`src/rtl/lod_pkg.sv`:
```
// Shared widths, the "no bit set" code and the sequencer state encoding
// for the leading-one bit-scan sequencer.
package lod_pkg;

  localparam int DATA_W = 32;
  localparam int POS_W  = 6;
  localparam logic [POS_W-1:0] POS_NONE = 6'd32;

  typedef enum logic [1:0] {
    IDLE  = 2'd0,
    SCAN  = 2'd1,
    EMPTY = 2'd2
  } state_t;

endpackage

```
`src/rtl/leading_one_pos.sv`:
```
// Combinational 32-bit leading-one detector: bit 31 is position 0, bit 0 is
// position 31, and an all-zero input yields POS_NONE.
module leading_one_pos
  import lod_pkg::*;
(
  input  logic [DATA_W-1:0] data,
  output logic [POS_W-1:0]  pos
);

  // Scanning upward lets the most significant set bit overwrite lower ones.
  always_comb begin
    pos = POS_NONE;
    for (int i = 0; i < DATA_W; i++) begin
      if (data[i]) begin
        pos = POS_W'(DATA_W - 1 - i);
      end
    end
  end

endmodule

```
`src/rtl/lod_bitscan_sequencer.sv`:
```
// Accepts a mask, then reports every set bit MSB first (one per output beat),
// clearing each reported bit until the mask is empty.
module lod_bitscan_sequencer
  import lod_pkg::*;
(
  input  logic              clk,
  input  logic              rst_n,
  input  logic              in_valid,
  output logic              in_ready,
  input  logic [DATA_W-1:0] in_data,
  input  logic              abort,
  output logic              out_valid,
  input  logic              out_ready,
  output logic [POS_W-1:0]  out_pos,
  output logic              out_last,
  output logic              busy,
  output logic [POS_W-1:0]  beat_cnt
);

  state_t            state_q, state_d;
  logic [DATA_W-1:0] work_q, work_d;
  logic [POS_W-1:0]  beat_cnt_q, beat_cnt_d;
  logic [POS_W-1:0]  lod_pos;
  logic [4:0]        clr_idx;
  logic              single_bit;

  leading_one_pos u_lod (
    .data (work_q),
    .pos  (lod_pos)
  );

  // In SCAN the position is below 32, so 31-pos is just the low five bits inverted.
  assign clr_idx    = ~lod_pos[4:0];
  assign single_bit = (work_q != '0) && ((work_q & (work_q - 32'd1)) == '0);

  always_comb begin
    state_d    = state_q;
    work_d     = work_q;
    beat_cnt_d = beat_cnt_q;
    in_ready   = 1'b0;
    out_valid  = 1'b0;
    out_pos    = '0;
    out_last   = 1'b0;

    case (state_q)
      IDLE: begin
        in_ready = 1'b1;
        if (in_valid) begin
          work_d     = in_data;
          beat_cnt_d = '0;
          state_d    = (in_data != '0) ? SCAN : EMPTY;
        end
      end
      SCAN: begin
        out_valid = 1'b1;
        out_pos   = lod_pos;
        out_last  = single_bit;
        if (out_ready) begin
          work_d     = work_q & ~(32'd1 << clr_idx);
          beat_cnt_d = beat_cnt_q + 6'd1;
          if (single_bit) begin
            state_d = IDLE;
          end
        end
      end
      EMPTY: begin
        out_valid = 1'b1;
        out_pos   = POS_NONE;
        out_last  = 1'b1;
        if (out_ready) begin
          beat_cnt_d = 6'd1;
          state_d    = IDLE;
        end
      end
      default: begin
        state_d = IDLE;
      end
    endcase

    // Abort overrides both handshakes: a load in the same cycle is dropped.
    if (abort) begin
      state_d    = IDLE;
      work_d     = '0;
      beat_cnt_d = '0;
    end
  end

  always_ff @(posedge clk or negedge rst_n) begin
    if (!rst_n) begin
      state_q    <= IDLE;
      work_q     <= '0;
      beat_cnt_q <= '0;
    end else begin
      state_q    <= state_d;
      work_q     <= work_d;
      beat_cnt_q <= beat_cnt_d;
    end
  end

  assign busy     = (state_q != IDLE);
  assign beat_cnt = beat_cnt_q;

endmodule
```
`config.mk`:
```
export PLATFORM = sky130hd
export DESIGN_NAME = lod_bitscan_sequencer
export DESIGN_NICKNAME = d
export VERILOG_FILES = /design/src/rtl/lod_pkg.sv /design/src/rtl/leading_one_pos.sv /design/src/rtl/lod_bitscan_sequencer.sv
export SDC_FILE = /design/constraint.sdc
export NUM_CORES = 1
export LEC_CHECK = 0
export BUFFER_PORTS_ARGS = -buffer_cell sky130_fd_sc_hd__buf_2
export CAP_MARGIN = 10
export CELL_PAD_IN_SITES_DETAIL_PLACEMENT = 1
export CELL_PAD_IN_SITES_GLOBAL_PLACEMENT = 1
export CORE_MARGIN = 4
export CORE_UTILIZATION = 30
export DETAILED_ROUTE_END_ITERATION = 8
export HOLD_SLACK_MARGIN = 0.08
export PLACE_DENSITY = 0.67
export SYNTH_ARGS = -nofsm -noshare
export SYNTH_HDL_FRONTEND = slang
export SYNTH_SLANG_ARGS = --single-unit
```
`constraint.sdc`:
```
create_clock -name clk -period 3.2 [get_ports clk]
set_input_delay 0.48 -clock clk [delete_from_list [all_inputs] [get_ports clk]]
set_output_delay 0.48 -clock clk [all_outputs]
set_load 0.005 [all_outputs]
```
==> results.tsv <==
stage	metric	value	unit
run_status	run_status	finished clean	
routing	route.detailed.drc	0	
yosys	synth_seq_cells	40	
die	dieWidth	110	microns
clock_network	insertion_delay	0.30	ns
die	io-pin-count	53	
power	pwr-share-comb	52.7	%
power	switchingPower	1.37	mW
placement	io_buffers	52	
sta	skew	0.00644	ns
sta	hold_viol_final	0	
finish	final_cell_mix	buf_2, nand2_1, o21ai_0, dfrtp_1	
clock_network	cts-root-buf	clkbuf_8	
finish	mostFrequentLayoutCell	buf_2	
yosys	synth_cell_types	63	
yosys	avgSynthCellArea	8.37	sq um
run	cap_viol_max_count	0	
power	intPower	1.52	mW
routing	wl	10.9	mm
worst_setup_path	worst_ep_required_time	2.72	ns
yosys	synth_area	3100	sq um
worst_setup_path	crit_fanout	8	
die	die-area	12000	sq um
worst_setup_path	crit_type	register to output port	
power	vdd_drop_max	0.000251	V
yosys	yosysWarnings	0	
worst_setup_path	crit_path_end_kind	output port	
worst_setup_path	worst_ep_arrival_time	2.67	ns
yosys	netlist_instances	371	
finish	multi_input_area	1900	sq um
placement	placed_cell_area	3530	sq um
finish	nFillCells	1221	
yosys	ys.flop_type	dfrtp_1	
clock_network	clockBufferDepth	2	
clock_network	clock-sinks	40	
worst_hold_path	hold_class	primary input to asynchronous set/reset pin	
die	row_count	36	
global_route	overflow	0	
yosys	synth_edf_count	0	
routing	drtIter0Drc	143	
sta	rsz0062_at_grt	true	
clock_network	h-tree-depth	2	
clock_network	clk_pin_slew_worst_paths	0.08	ns
sta	drv_slew	0	
placement	place_congestion	0.919	
global_route	first_global_vias	3204	
sta	setup_tns	0	ns
power	leakagePower	1.52	nW
yosys	synth_area_leader_cell	dfrtp_1	
global_route	grt_pass1_wl	17.9	mm
finish	seq_area	1010	sq um
placement	dp_cells	546	
finish	num-nets-final	470	
finish	antenna_cells	0	
routing	dr_total_vias	3224	
finish	post-route-cell-area	3730	sq um
power	total_power	2.89	mW
global_route	grt_usage	19.0	%
power	switching_share	47.4	%
yosys	syn_nets	412	
finish	area_growth_syn_to_layout	20.3	%
die	dieHeight	110	microns
sta	finalCriticalPeriod	3.15	ns
clock_network	cts_tree	done	
routing	ant_nets	0	
yosys	async_flop_share	100	%
yosys	synth.yosys.seq_area_share	32.2	%
sta	slew_headroom	34.7	%
sta	fmax	318	MHz
sta	min_period_over_period	98.4	%
sta	worst_slew_pin_slew	0.979	ns
finish	drive_above_1_share	28.1	%
worst_setup_path	worst-r2r-setup-slack	0.53	ns
global_route	antenna_found_initial	0	
worst_setup_path	r2r_end	state_q[1]$_DFFE_PN0P_	
routing	wl_per_cell	19.4	microns
yosys	synth_area_leaders	dfrtp_1, o21ai_0, nand2_1	
power	powerDensity	774	nW/um^2
routing	vias_per_cell	5.73	
die	start_util	31.3	%
yosys	yosys.area.top_type_share	32.2	%
die	core-area	9910	sq um
worst_setup_path	r2r_cells	9	
clock_network	cts_buffers	5	
worst_setup_path	cp-start-kind	register	
global_route	grt_max_degree	41	
power	p_seq_share	32.5	%
finish	final_cells	563	
power	clkPwrFrac	14.8	%
sta	setup_viol	0	
worst_setup_path	r2r_start	work_q[4]$_DFFE_PN0P_	
routing	drt_pass1_iterations	4	
placement	hpwl	8.28	mm
[metrics by stage]
stage | util (%) | setup slack (ns) | hold WS (ns)
after floorplan | - | 0.474 | 0.184
after global placement | 35.7 | 0.234 | 0.519
after detailed placement | 35.7 | 0.208 | 0.528
after CTS | 37.1 | 0.0214 | 0.352
after global routing | 37.7 | -0.0928 | 0.398
final | 37.7 | 0.0518 | 0.319
[power by group through the flow]
stage	registers [mW]	clock network [mW]	logic, mW
3_5_place_dp	0.948	0	1.42
3_3_place_gp	0.929	0	1.40
4_1_cts	0.939	0.442	1.45
5_1_grt	0.967	0.460	1.69
6_report	0.939	0.426	1.52
2_1_floorplan	0.750	0	1.13
[how the worst max path moves through the flow]
stage / start / slack (ns) / cells after the start / endpoint
after global routing: work_q[4]$_DFFE_PN0P_ / -0.09 / 8 / out_last
after detailed placement: work_q[9]$_DFFE_PN0P_ / 0.21 / 8 / out_last
after floorplan: work_q[8]$_DFFE_PN0P_ / 0.47 / 8 / out_last
after global placement: work_q[9]$_DFFE_PN0P_ / 0.23 / 8 / out_last
after CTS: work_q[8]$_DFFE_PN0P_ / 0.02 / 9 / out_last
final: work_q[4]$_DFFE_PN0P_ / 0.05 / 8 / out_last
[cells in the mapped netlist (9+ instances only)]
cell / n
nor2_1: 26
o21ai_0: 30
a22oi_1: 9
a21oi_1: 27
dfrtp_1: 40
inv_1: 15
nand2_1: 38
nand3_1: 9
nor3_1: 14
clkbuf_1: 17
nor4_1: 15
a32oi_1: 14
[worst max-delay path, stage by stage (launching register included)]
cell and delay (ns):
dfrtp_2 0.48, nor4_4 0.37, nand4_2 0.14, o32a_1 0.19
or4_4 0.53, nor4_4 0.32, a21oi_1 0.10, nor2b_1 0.11
buf_2 0.12
[flip-flops by register name (all words and copies together) (netlist names)]
register	flops
work_q	32
state_q	2
beat_cnt	6
[what timing repair did]
| action | 4_1_cts | 5_1_grt |
|---|---|---|
| hold buffers | 0 | 0 |
| setup endpoints to repair | 1 | 2 |
| gates resized for setup | 1 | 13 |
| pin swaps | 3 | 7 |
| buffers inserted | 4 | 5 |
| endpoints found under the hold margin | 0 | 0 |
[cell type report]
class / count / area share [%]
clock buffers: 5 / 1.84
clock inverters: 3 / 1.14
inverters: 15 / 1.51
multi-input cells: 287 / 50.9
flip-flops and latches: 40 / 27.2
well taps: 133 / 4.46
repair buffers: 80 / 12.9
[routing by layer]
| layer | share of wire [%] | vias up | global-route usage (%) |
|---|---|---|---|
| met5 | 0 | - | 0 |
| met4 | 1.9 | 0 | 5.79 |
| met3 | 3.8 | 16 | 2.00 |
| met2 | 49 | 73 | 31.0 |
| met1 | 46 | 1599 | 26.4 |
| li1 | - | 1536 | - |
[logic make-up (layout without fill, tap and decap cells)]
kind of cell / Yosys count / count (layout) / synth area share (%)
flip-flops: 40 / 40 / 32.2
multiplexers: 2 / 2 / 0.645
AND/OR/NAND/NOR: 144 / 144 / 28.0
buffers and inverters: 44 / 103 / 6.97
XOR/XNOR: 4 / 4 / 1.13
AO/OA/AOI/OAI: 130 / 130 / 28.4
adder cells (fa/ha/maj): 7 / 7 / 2.58
(Power assumes the default switching activity.)
